File: config.mk
export PLATFORM = sky130hd
export DESIGN_NAME = oled_spi_rx_flat
export DESIGN_NICKNAME = d
export VERILOG_FILES = /design/src/rtl/oled_pkg.sv /design/src/rtl/oled_if.sv /design/src/rtl/oled_byte_fifo.sv /design/src/rtl/oled_spi_rx.sv /design/src/flat_wrapper.sv
export SDC_FILE = /design/constraint.sdc
export NUM_CORES = 1
export LEC_CHECK = 0
export ABC_AREA = 1
export BUFFER_PORTS_ARGS = -buffer_cell sky130_fd_sc_hd__buf_4
export CAP_MARGIN = 20
export CORE_ASPECT_RATIO = 1.25
export CORE_MARGIN = 3
export CORE_UTILIZATION = 43
export CTS_BUF_LIST = sky130_fd_sc_hd__clkbuf_8
export CTS_CLUSTER_SIZE = 8
export DETAILED_ROUTE_END_ITERATION = 10
export SLEW_MARGIN = 20
export SYNTH_ARGS = -nofsm -noshare
export SYNTH_HDL_FRONTEND = slang
export SYNTH_SLANG_ARGS = --single-unit
export TNS_END_PERCENT = 5
File: constraint.sdc
create_clock -name clk -period 2.9 [get_ports clk]
set_input_delay 0.58 -clock clk [delete_from_list [all_inputs] [get_ports clk]]
set_output_delay 0.58 -clock clk [all_outputs]
set_load 0.01 [all_outputs]
File: src/rtl/oled_pkg.sv
// Shared types for the PMOD OLED SPI receiver: power states,
// byte width and the FIFO entry layout.
package oled_pkg;

    localparam int OLED_BYTE_W = 8;

    typedef enum logic [2:0] {
        OFF      = 3'd0,
        VDD_ON   = 3'd1,
        IN_RESET = 3'd2,
        READY    = 3'd3,
        DISPLAY  = 3'd4
    } pwr_state_t;

    typedef struct packed {
        logic                   dc;
        logic [OLED_BYTE_W-1:0] data;
    } fifo_entry_t;

endpackage

File: src/rtl/oled_if.sv
// PMOD OLED control/data lines. The SPI clock travels separately.
interface oled_if;
    logic cs;
    logic mosi;
    logic dc_c;
    logic res;
    logic vss_en;
    logic pmod_en;

    modport master (
        output cs, mosi, dc_c, res, vss_en, pmod_en
    );

    modport slave (
        input cs, mosi, dc_c, res, vss_en, pmod_en
    );
endinterface

File: src/rtl/oled_byte_fifo.sv
// Byte FIFO with a registered head; the output register is a view
// of the oldest entry, so capacity is DEPTH entries in total.
module oled_byte_fifo
    import oled_pkg::*;
#(
    parameter int DEPTH = 4
) (
    input  logic        clk,
    input  logic        rst,
    input  logic        push,
    input  fifo_entry_t push_entry,
    output logic        accepted,
    output logic        dropped,
    output logic        m_valid,
    input  logic        m_ready,
    output fifo_entry_t m_entry
);

    localparam int AW = $clog2(DEPTH);

    fifo_entry_t     mem [DEPTH];
    logic [AW-1:0]   rd_q;
    logic [AW-1:0]   wr_q;
    logic [AW:0]     cnt_q;
    logic [AW-1:0]   rd_d;
    logic [AW:0]     remain;
    logic            pop;
    logic            full;

    assign pop      = m_valid & m_ready;
    assign full     = (cnt_q == (AW+1)'(DEPTH));
    assign accepted = push & (~full | pop);
    assign dropped  = push & full & ~pop;
    assign rd_d     = rd_q + AW'(pop);
    assign remain   = cnt_q - (AW+1)'(pop);

    always_ff @(posedge clk) begin
        if (accepted) begin
            mem[wr_q] <= push_entry;
        end
    end

    // The head reloads from entries already stored, never from this
    // cycle's push, which keeps the write-to-valid delay fixed.
    always_ff @(posedge clk or posedge rst) begin
        if (rst) begin
            rd_q    <= '0;
            wr_q    <= '0;
            cnt_q   <= '0;
            m_valid <= 1'b0;
            m_entry <= '0;
        end else begin
            wr_q    <= wr_q + AW'(accepted);
            rd_q    <= rd_d;
            cnt_q   <= remain + (AW+1)'(accepted);
            m_valid <= (remain != '0);
            if (remain != '0) begin
                m_entry <= mem[rd_d];
            end
        end
    end

endmodule

File: src/rtl/oled_spi_rx.sv
// Slave-side SPI receiver and protocol checker for the PMOD OLED
// link: deserialiser, power-sequence tracker and byte FIFO.
module oled_spi_rx
    import oled_pkg::*;
#(
    parameter int SYNC_STAGES = 2,
    parameter int FIFO_DEPTH  = 4,
    parameter int RES_MIN_CYC = 8
) (
    input  logic        clk,
    input  logic        rst,
    input  logic        sclk,
    oled_if.slave       oled,
    output logic        m_valid,
    input  logic        m_ready,
    output logic [7:0]  m_data,
    output logic        m_dc,
    output pwr_state_t  pwr_state,
    output logic        err_partial,
    output logic        err_overflow,
    output logic        err_seq,
    output logic [15:0] byte_count
);

    localparam int I_SCLK = 0;
    localparam int I_CS   = 1;
    localparam int I_MOSI = 2;
    localparam int I_DC   = 3;
    localparam int I_RES  = 4;
    localparam int I_VSS  = 5;
    localparam int I_PMOD = 6;
    localparam int RCW    = $clog2(RES_MIN_CYC + 1);

    logic [6:0]   raw;
    logic [6:0]   sync_q [SYNC_STAGES];
    logic [6:0]   s;
    logic         sclk_prev;
    logic         cs_prev;
    logic         sclk_rise;
    logic         cs_rise;
    logic         hold;
    logic         byte_done;
    logic [7:0]   shift_q;
    logic [2:0]   bit_cnt;
    pwr_state_t   state_q;
    pwr_state_t   state_d;
    logic         fsm_err;
    logic [RCW-1:0] res_cnt;
    fifo_entry_t  push_entry;
    fifo_entry_t  head;
    logic         accepted;
    logic         dropped;
    logic         seq_byte;

    assign raw = {oled.pmod_en, oled.vss_en, oled.res,
                  oled.dc_c, oled.mosi, oled.cs, sclk};
    assign s   = sync_q[SYNC_STAGES-1];

    always_ff @(posedge clk or posedge rst) begin
        if (rst) begin
            for (int i = 0; i < SYNC_STAGES; i++) begin
                sync_q[i] <= '0;
            end
            sclk_prev <= 1'b0;
            cs_prev   <= 1'b0;
        end else begin
            sync_q[0] <= raw;
            for (int i = 1; i < SYNC_STAGES; i++) begin
                sync_q[i] <= sync_q[i-1];
            end
            sclk_prev <= s[I_SCLK];
            cs_prev   <= s[I_CS];
        end
    end

    assign sclk_rise = s[I_SCLK] & ~sclk_prev;
    assign cs_rise   = s[I_CS] & ~cs_prev;
    assign hold      = s[I_CS] | (state_q == OFF) | (state_q == IN_RESET);
    assign byte_done = sclk_rise & ~hold & (bit_cnt == 3'd7);

    assign push_entry.dc   = s[I_DC];
    assign push_entry.data = {shift_q[6:0], s[I_MOSI]};
    assign seq_byte = byte_done & ~(state_q inside {READY, DISPLAY});

    always_ff @(posedge clk or posedge rst) begin
        if (rst) begin
            shift_q     <= '0;
            bit_cnt     <= '0;
            err_partial <= 1'b0;
        end else begin
            err_partial <= cs_rise & (bit_cnt != 3'd0);
            if (hold) begin
                shift_q <= '0;
                bit_cnt <= '0;
            end else if (sclk_rise) begin
                shift_q <= {shift_q[6:0], s[I_MOSI]};
                bit_cnt <= bit_cnt + 3'd1;
            end
        end
    end

    always_comb begin
        state_d = state_q;
        fsm_err = 1'b0;
        if (s[I_VSS] && (state_q inside {OFF, VDD_ON, IN_RESET})) begin
            fsm_err = 1'b1;
        end
        if (!s[I_PMOD]) begin
            state_d = OFF;
        end else begin
            unique case (state_q)
                OFF: state_d = VDD_ON;
                VDD_ON: begin
                    if (!s[I_RES]) state_d = IN_RESET;
                end
                IN_RESET: begin
                    if (s[I_RES]) begin
                        if (res_cnt >= RCW'(RES_MIN_CYC)) begin
                            state_d = READY;
                        end else begin
                            state_d = VDD_ON;
                            fsm_err = 1'b1;
                        end
                    end
                end
                READY: begin
                    if (!s[I_RES])     state_d = IN_RESET;
                    else if (s[I_VSS]) state_d = DISPLAY;
                end
                DISPLAY: begin
                    if (!s[I_RES]) begin
                        state_d = IN_RESET;
                        fsm_err = 1'b1;
                    end else if (!s[I_VSS]) begin
                        state_d = READY;
                    end
                end
                default: state_d = OFF;
            endcase
        end
    end

    // Counts IN_RESET cycles seen with res low, saturating.
    always_ff @(posedge clk or posedge rst) begin
        if (rst) begin
            state_q      <= OFF;
            res_cnt      <= '0;
            err_seq      <= 1'b0;
            err_overflow <= 1'b0;
            byte_count   <= '0;
        end else begin
            state_q <= state_d;
            if (state_q != IN_RESET) begin
                res_cnt <= '0;
            end else if (!s[I_RES] && res_cnt != RCW'(RES_MIN_CYC)) begin
                res_cnt <= res_cnt + RCW'(1);
            end
            err_seq      <= err_seq | fsm_err | seq_byte;
            err_overflow <= err_overflow | dropped;
            byte_count   <= byte_count + 16'(accepted);
        end
    end

    oled_byte_fifo #(
        .DEPTH (FIFO_DEPTH)
    ) u_fifo (
        .clk        (clk),
        .rst        (rst),
        .push       (byte_done),
        .push_entry (push_entry),
        .accepted   (accepted),
        .dropped    (dropped),
        .m_valid    (m_valid),
        .m_ready    (m_ready),
        .m_entry    (head)
    );

    assign m_data    = head.data;
    assign m_dc      = head.dc;
    assign pwr_state = state_q;

endmodule
File: src/flat_wrapper.sv
// flat-port wrapper written by rule: the top's interface ports become plain ports
module oled_spi_rx_flat import oled_pkg::*;
#(
    parameter int SYNC_STAGES = 2,
    parameter int FIFO_DEPTH  = 4,
    parameter int RES_MIN_CYC = 8
)
  (clk, rst, sclk, m_valid, m_ready, m_data, m_dc, pwr_state, err_partial, err_overflow, err_seq, byte_count, oled_cs, oled_mosi, oled_dc_c, oled_res, oled_vss_en, oled_pmod_en);
  oled_if oled_i ();
  input  logic clk;
  input  logic rst;
  input  logic sclk;
  output logic m_valid;
  input  logic m_ready;
  output logic [7:0] m_data;
  output logic m_dc;
  output pwr_state_t pwr_state;
  output logic err_partial;
  output logic err_overflow;
  output logic err_seq;
  output logic [15:0] byte_count;
  input wire logic [$bits(oled_i.cs)-1:0] oled_cs;
  input wire logic [$bits(oled_i.mosi)-1:0] oled_mosi;
  input wire logic [$bits(oled_i.dc_c)-1:0] oled_dc_c;
  input wire logic [$bits(oled_i.res)-1:0] oled_res;
  input wire logic [$bits(oled_i.vss_en)-1:0] oled_vss_en;
  input wire logic [$bits(oled_i.pmod_en)-1:0] oled_pmod_en;
  assign oled_i.cs = oled_cs;
  assign oled_i.mosi = oled_mosi;
  assign oled_i.dc_c = oled_dc_c;
  assign oled_i.res = oled_res;
  assign oled_i.vss_en = oled_vss_en;
  assign oled_i.pmod_en = oled_pmod_en;
  oled_spi_rx #(.SYNC_STAGES(SYNC_STAGES), .FIFO_DEPTH(FIFO_DEPTH), .RES_MIN_CYC(RES_MIN_CYC)) u_core (.clk(clk), .rst(rst), .sclk(sclk), .oled(oled_i), .m_valid(m_valid), .m_ready(m_ready), .m_data(m_data), .m_dc(m_dc), .pwr_state(pwr_state), .err_partial(err_partial), .err_overflow(err_overflow), .err_seq(err_seq), .byte_count(byte_count));
endmodule
==> impl_results.md, run 1 <==
- Final instance area: approximately 5000 um2
- Post-detailed-route DRC marker count: 0
- Initial antenna violation count: 0
- Adder-cell share of the synthesized area: 3.54%
- Sequential element share of the synthesized area: about two thirds
- Vias in the first global route: about 2,700
- Total routed wirelength: roughly 7600 um
- CP cell instances: inv_1, nand3_2, inv_2, nor2_2, nand4_2, nor2_1, ha_1, nand2_1, nor3_4, nand4_1, nor2_1, nand3_1, xor2_1
- Critical path class: reg -> reg
- Post-synth EDFFs: 36
- Clk sinks: roughly 110
- Setup Skew: approximately 0.0086 ns
- Die area: around 11,000 um2
- Worst-skew pair later-pin latency: 0.36 ns
- Placed cell area: 4750 um2
- CP required: between 3 and 4 ns
- RSZ-0062 raised after global routing: false
- First-pass GRT wire length: 12,900 um
- Final Critical Period: 2.40 ns
- Clock Tree Buf Depth: 2
- H-tree depth: 3
- Final Power: roughly 3.7 mW
- #FFs+latches synth: 105
- Post-route setup slack: between 0.4 and 0.5 ns
- CTS root buf: clkbuf_8
- # IOs: 42
- Yosys Warn Count: 0
- Lkg Pwr: ~2.3 nW
- Layout area overhead: 17.2%
- Critical Path AT: 2.65 ns
- Port Buf Inserts: between 40 and 50
- Mapped Cells: approximately 370
- Die X: ~95 um
- Core Region: approximately 9400 um2
- Final period utilization: between 80 and 90%
- Largest family of logic cells by synthesized area: simple AND/OR/NAND/NOR gates
- Share of post-route cells with drive strength above 1: ~18%
- # rows: 39
- PD cells: approximately 750 nW/um2
- Setup repair bufs after CTS: 0
- Met3 wire length: 309 um
- Final hold vios: 0
- Post-synth top area cell: dfrtp_1
- CTS tree: yes
- HPWL Detailed: around 5200 um
- Slew Viols, Final: 0
- Synth Area per Inst: roughly 12 um2
- Met2 WL: around 3600 um
- Vias: ~2,700
- TritonCTS Buffers: 9
- Xor/xnor share of the synthesized area: just under 3%
- Ys flop type: dfrtp_1
- Gpl congestion: 0.790
- Slowest-stage cell, CP: dfrtp_1
- Routed length per placed instance: roughly 14 um
- Final core occ: 53.1%
- Worst hold slack: 0.288 ns
- Via density per instance: ~5
- Placed cell count: around 530
- Yosys cell types: 32
- Die height: 117 um
- Post-synthesis mux area share: 0%
- Max_cap viols: 0
- Total negative slack: 0 ns
- Overflow after GRT: 0
- Ant. Diodes: 0
- Layout Cells excl Fill: around 550
- Synthesized Nets: between 300 and 400
- Area fraction in compound gates after synthesis: approximately 8.7%
- Synth area leaders: dfrtp_1 41%, edfxtp_1 25%, inv_1 5.1%
- Max Clk Rate: 416 MHz
- Synth top area share: 40.7%
- CTS Hold Bufs: 0
- # setup viols final: 0
- Simple-gate share of the synthesized area: between 10% and 20%
- Crit path top cell by count: nor2_1
- Crit-path max FO: 6
- DR pass1 iterations: 4
- Slew HR: 60.1%
- Nets: 441
- Initial Util: between 40% and 50%
- Async S/R FF share, synth: between 60% and 70%
- CTS-repair resized insts: 0
- Pin count of the biggest net entering global routing: 46
- Top Metal Used: met4
- Hold Crit Class: in -> async
- Status: complete, no violations
- Crit path largest cell delay: just under 0.4 ns
- ANT nets after route: 0
- GRT Resource Usage Total: around 15%
- Startpoint Class: register
- Worst Tran Pin Value: around 0.6 ns
- Cell Area, Synth: ~4200 um2
- Clock transition at path regs: 0.10 ns
- CP Capture Type: register
- Setup Slack @ Placement: approximately 0.33 ns
- First DRT Iteration DRCs: 170
- M1 wire length: roughly 3600 um
- VDD IR max: approximately 0.36 mV
[worst max-delay path, delay by kind of cell (launching register included)]
kind | cells | cell delay, ns
AND/OR/NAND/NOR | 9 | 1.36
buffers and inverters | 2 | 0.19
flip-flops | 1 | 0.39
XOR/XNOR | 1 | 0.15
adder cells (fa/ha/maj) | 1 | 0.20
[flip-flops by register name, summed over array words and instances, names as in the netlist]
name                   count
u_core.shift_q             7
u_core.u_fifo.mem         36
u_core.err_partial         1
u_core.s                   7
u_core.byte_count         16
u_core.err_overflow        1
u_core.sync_q              7
u_core.err_seq             1
u_core.sclk_prev           1
u_core.pwr_state           3
u_core.u_fifo.m_valid      1
u_core.bit_cnt             3
u_core.u_fifo.cnt_q        3
u_core.u_fifo.wr_q         2
u_core.u_fifo.m_entry      9
u_core.cs_prev             1
u_core.res_cnt             4
u_core.u_fifo.rd_q         2
[cells by family (layout without fill, tap and decap cells)]
kind of cell | after synthesis | in the layout
AOI/OAI and AO/OA | 56 | 56
buffers and inverters | 65 | 124
DFF | 105 | 105
and+or+nand+nor | 113 | 113
xor gates and xnor gates | 14 | 14
adders and majority gates | 12 | 12
[final timing paths]
path	to	from	slack (ns)	depth (start not counted)
hold / removal	u_core.u_fifo.m_entry[6]	rst	0.29	2
hold reg to reg	u_core.s[5]	u_core.sync_q[12]	0.35	0
setup / recovery	u_core.byte_count[14]	u_core.pwr_state[2]	0.50	13
setup reg to reg	u_core.byte_count[14]	u_core.pwr_state[2]	0.50	13
min in group clk	u_core.sync_q[8]	oled_cs	0.33	1
max in group asynchronous	u_core.pwr_state[0]	rst	1.96	3
[routing by layer]
metal  vias up  track usage (%)
li1       1336                -
met1      1276             19.9
met2        51             24.3
met3         8             3.39
met4         0             7.12
met5         -                0
[where the power goes]
part / total (mW) / switching (mW) / internal [mW] / leakage, nW
Clock: 0.974 / 0.470 / 0.504 / 0.107
Combinational: 0.995 / 0.605 / 0.390 / 0.998
Sequential: 1.74 / 0.0722 / 1.67 / 1.17
Total: 3.71 / 1.15 / 2.56 / 2.28
[Yosys cell counts, types with 6 or more instances]
cell	instances
a31oi_1	11
nand4_1	7
ha_1	12
nand3_1	10
o21ai_0	12
o22ai_1	6
xor2_1	9
inv_1	58
nor2_1	21
o211ai_1	21
nand2_1	57
edfxtp_1	36
dfrtp_1	69
[cell usage in the layout, fill, tap and decap left out, types with 3 or more instances in the layout]
cell type  instances
nand4_1            7
xnor2_1            5
ha_1              12
dfrtp_1           69
nor2_1            21
a21oi_1            3
nand3_2            3
nand3_1           10
a31oi_1           11
o22ai_1            6
xor2_1             9
edfxtp_1          36
o21ai_0           12
o211ai_1          21
buf_4             47
inv_2              3
nor3_1             3
inv_1             58
clkbuf_8          10
nand2_1           57
[area by class of cell]
| cell class | count | area, um2 |
|---|---|---|
| sequential | 105 | 2810 |
| inverter | 60 | 225 |
| multi-input combinational | 195 | 1190 |
| tap | 123 | 154 |
| fill | 842 | 4400 |
| clock inverter | 6 | 82.6 |
| clock buffer | 10 | 138 |
| timing repair buffer | 48 | 373 |
(Power assumes the default switching activity.)
==> run 2: changes to the inputs <==
--- a/config.mk
+++ b/config.mk
@@ -5,7 +5,7 @@
 export SDC_FILE = /design/constraint.sdc
 export NUM_CORES = 1
 export LEC_CHECK = 0
-export ABC_AREA = 1
+export ABC_AREA = 0
 export BUFFER_PORTS_ARGS = -buffer_cell sky130_fd_sc_hd__buf_4
 export CAP_MARGIN = 20
 export CORE_ASPECT_RATIO = 1.25
==> constraint.sdc (replaced) <==
create_clock -name clk -period 2.45 [get_ports clk]
set_input_delay 0.49 -clock clk [delete_from_list [all_inputs] [get_ports clk]]
set_output_delay 0.49 -clock clk [all_outputs]
set_load 0.01 [all_outputs]
==> impl_results.md, run 2 <==
- Status: complete, no violations
- Synthesized Nets: 317 (-18%)
- Synth cell count leaders: 69 x dfrtp_1, 36 x edfxtp_1, 22 x nor2_1
- Initial Util: 44.8% (-0.51 points)
- VDD IR max: 0.300 mV (-17%)
- Levels on crit path: 9 (-4)
- Share of post-route cells with drive strength above 1: 19.6% (+1.6 points)
- Overflow after GRT: 0 (unchanged)
- RR Startpoint: u_core.bit_cnt[0]
- Final Critical Period: 2.19 ns (-0.217 ns)
- Die area: 10,900 um2 (-2.0%)
- Synth Area per Inst: 14.1 um2 (+21%)
- Largest family of logic cells by synthesized area: simple AND/OR/NAND/NOR gates
- Yosys Warn Count: 0 (unchanged)
- Crit path largest cell delay: 0.41 ns (+0.02 ns)
- R2R cell count: 9 (-4)
- Cell Area, Synth: 4150 um2 (-2.2%)
- CP required: 2.69 ns (-0.46 ns)
- Port Buf Inserts: 41 (unchanged)
- Initial antenna violation count: 0 (unchanged)
- PD cells: 819 nW/um2 (+9.7%)
- RSZ-0062 raised after global routing: false
- Final instance area: 4870 um2 (-2.0%)
- Xor/xnor share of the synthesized area: 5.09% (+2.2 points)
- First DRT Iteration DRCs: 80 (-53%)
- Post-synthesis mux area share: 4.58% (+4.6 points)
- Post-synth top area cell: dfrtp_1
- # IOs: 42 (unchanged)
- Worst-skew pair later-pin latency: 0.36 ns (about the same)
- R2R setup slack: 0.26 ns (-0.23 ns)
- CTS Hold Bufs: 0 (unchanged)
- Pin count of the biggest net entering global routing: 36 (-22%)
- Sequential element share of the synthesized area: 67.6% (+1.5 points)
- Critical path class: reg -> reg
- CP cell instances: ha_1, ha_1, and4bb_2, and3_1, ha_1, nand3_1, nor2_1, and3_1, xor2_1
- Clk sinks: 105 (unchanged)
- Slowest-stage cell, CP: dfrtp_1
- Buf/Inv on CP: 0 (-2)
- Worst Tran Pin Value: 0.765 ns (+0.167 ns)
- Simple-gate share of the synthesized area: 10.7% (-2.2 points)
- Gpl congestion: 0.752 (-4.9%)
- # setup viols final: 0 (unchanged)
- Max Clk Rate: 457 MHz (+9.9%)
- Family with the most delay on the worst path: simple AND/OR/NAND/NOR gates
- Max_cap viols: 0 (unchanged)
- ANT nets after route: 0 (unchanged)
- Post-detailed-route DRC marker count: 0 (unchanged)
- Total negative slack: 0 ns (unchanged)
- #FFs+latches synth: 105 (unchanged)
- Final hold vios: 0 (unchanged)
- Clock transition at path regs: 0.09 ns (about the same)
- HPWL Detailed: 4880 um (-6.0%)
- Post-synth EDFFs: 36 (unchanged)
- Largest registers: u_core.u_fifo.mem: 36 flops, u_core.byte_count: 16 flops, u_core.u_fifo.m_entry: 9 flops
- CTS tree: yes
- GRT Resource Usage Total: 14.6% (-0.67 points)
- Critical Path AT: 2.43 ns (-0.22 ns)
- H-tree depth: 3 (unchanged)
- Final period utilization: 89.2% (+6.4 points)
- Total routed wirelength: 7050 um (-7.6%)
- Via density per instance: 5.02 (+2.8%)
- Yosys cell types: 38 (+19%)
- Setup repair bufs after CTS: 0 (unchanged)
- Worst hold slack: 0.232 ns (-0.0567 ns)
- Ant. Diodes: 0 (unchanged)
- Cell with the most instances after synthesis: dfrtp_1
- Crit path top cell by count: ha_1
- Commonest non-fill, non-tap cell in the layout: dfrtp_1
- Die X: 93.9 um (-1.0%)
- Lkg Pwr: 2.20 nW (-3.5%)
- Most frequent cells in the layout: 69 x dfrtp_1, 52 x buf_4, 36 x edfxtp_1, 22 x nor2_1, 19 x mux2i_1
- Synth area leaders: dfrtp_1 42%, edfxtp_1 26%, mux2i_1 4.6%
- Slew HR: 48.8% (-11 points)
- Max reg flops: 36 (unchanged)
- Area fraction in compound gates after synthesis: 6.42% (-2.3 points)
- RR Endpoint: u_core.byte_count[8]
- TritonCTS Buffers: 9 (unchanged)
- Startpoint Class: register
- DR pass1 iterations: 4 (unchanged)
- First-pass GRT wire length: 12,100 um (-6.3%)
- Core Region: 9270 um2 (-1.0%)
- Clock Tree Buf Depth: 2 (unchanged)
- CP Capture Type: register
- Hold Crit Class: in -> async
- Vias: 2,414 (-9.6%)
- Die height: 116 um (-1.0%)
- Slew Viols, Final: 0 (unchanged)
- Placed cell area: 4680 um2 (-1.4%)
- # rows: 39 (unchanged)
- Vias in the first global route: 2,505 (-6.5%)
- CTS-repair resized insts: 0 (unchanged)
- Final core occ: 52.6% (-0.51 points)
- Synth top area share: 41.6% (+0.89 points)
- Adder-cell share of the synthesized area: 3.62% (+0.078 points)
- Ys flop type: dfrtp_1
- Layout area overhead: 17.4%
- CTS root buf: clkbuf_8
- Mapped Cells: 295 (-19%)
- Crit-path max FO: 7 (+1)
- Register with the highest flop count: u_core.u_fifo.mem
- Routed length per placed instance: 14.7 um (+5.1%)
- Setup Skew: 0.0120 ns (+0.00346 ns)
- Async S/R FF share, synth: 65.7% (unchanged)
- Nets: 375 (-15%)
-- run 2: cell count changes in the layout (fill, tap and decap cells not counted), sizes merged, moves of 11 or more --
cell | before | now
nand2 | 58 | 12
inv | 61 | 16
o211ai | 21 | 1
mux2i | 0 | 19
and3 | 1 | 15
o21ai | 12 | 1
-- run 2: worst max path at each step --
stage	startpoint	endpoint	slack, ns
CTS	u_core.bit_cnt[0]	u_core.byte_count[8]	0.24
global route	u_core.bit_cnt[0]	u_core.byte_count[8]	0.003
detailed placement	m_ready	u_core.u_fifo.m_entry[0]	0.18
global placement	m_ready	u_core.u_fifo.m_entry[8]	0.26
floorplan	u_core.pwr_state[2]	u_core.u_fifo.mem[2][0]	0.18
finish	u_core.bit_cnt[0]	u_core.byte_count[8]	0.26
-- run 2: metal layers --
metal / vias up / wire, um / track usage, %
li1: 1179 / - / -
met1: 1189 / 3070 / 17.7
met2: 39 / 3630 / 24.7
met3: 7 / 269 / 3.57
met4: 0 / 83 / 6.07
met5: - / 0 / 0
-- run 2: final cells by class --
class	instances	area [um2]
repair buffers	53	410
clock buffers	10	138
fillers	828	4400
flip-flops and latches	105	2810
multi-input cells	171	1260
well taps	123	154
inverters	13	48.8
clock inverters	6	51.3
-- run 2: power by group --
part	total [mW]	leakage [nW]	switching (mW)	internal (mW)
logic	0.962	0.888	0.505	0.458
registers	2.00	1.20	0.0689	1.94
clock network	1.02	0.110	0.536	0.487
total	3.99	2.20	1.11	2.88
-- run 2: worst reg2reg max path, cell delays in order, from the launching register on --
cell      delay, ns
dfrtp_1        0.41
ha_1           0.22
ha_1           0.19
and4bb_2       0.29
and3_1         0.20
ha_1           0.23
nand3_1        0.14
nor2_1         0.08
and3_1         0.19
xor2_1         0.14
-- run 2: logic make-up after synthesis --
family,Yosys count
AND/OR/NAND/NOR,82
buffers and inverters,19
AO/OA/AOI/OAI,36
adder cells (fa/ha/maj),12
XOR/XNOR,22
multiplexers,19
flip-flops,105
-- run 2: stage by stage --
stage	std cells	total power [mW]	worst slack, ns
global placement	465	3.02	0.258
detailed placement	465	3.03	0.175
global route	481	4.24	0.00296
floorplan	295	2.71	0.180
CTS	481	4.06	0.238
finish	481	3.99	0.264
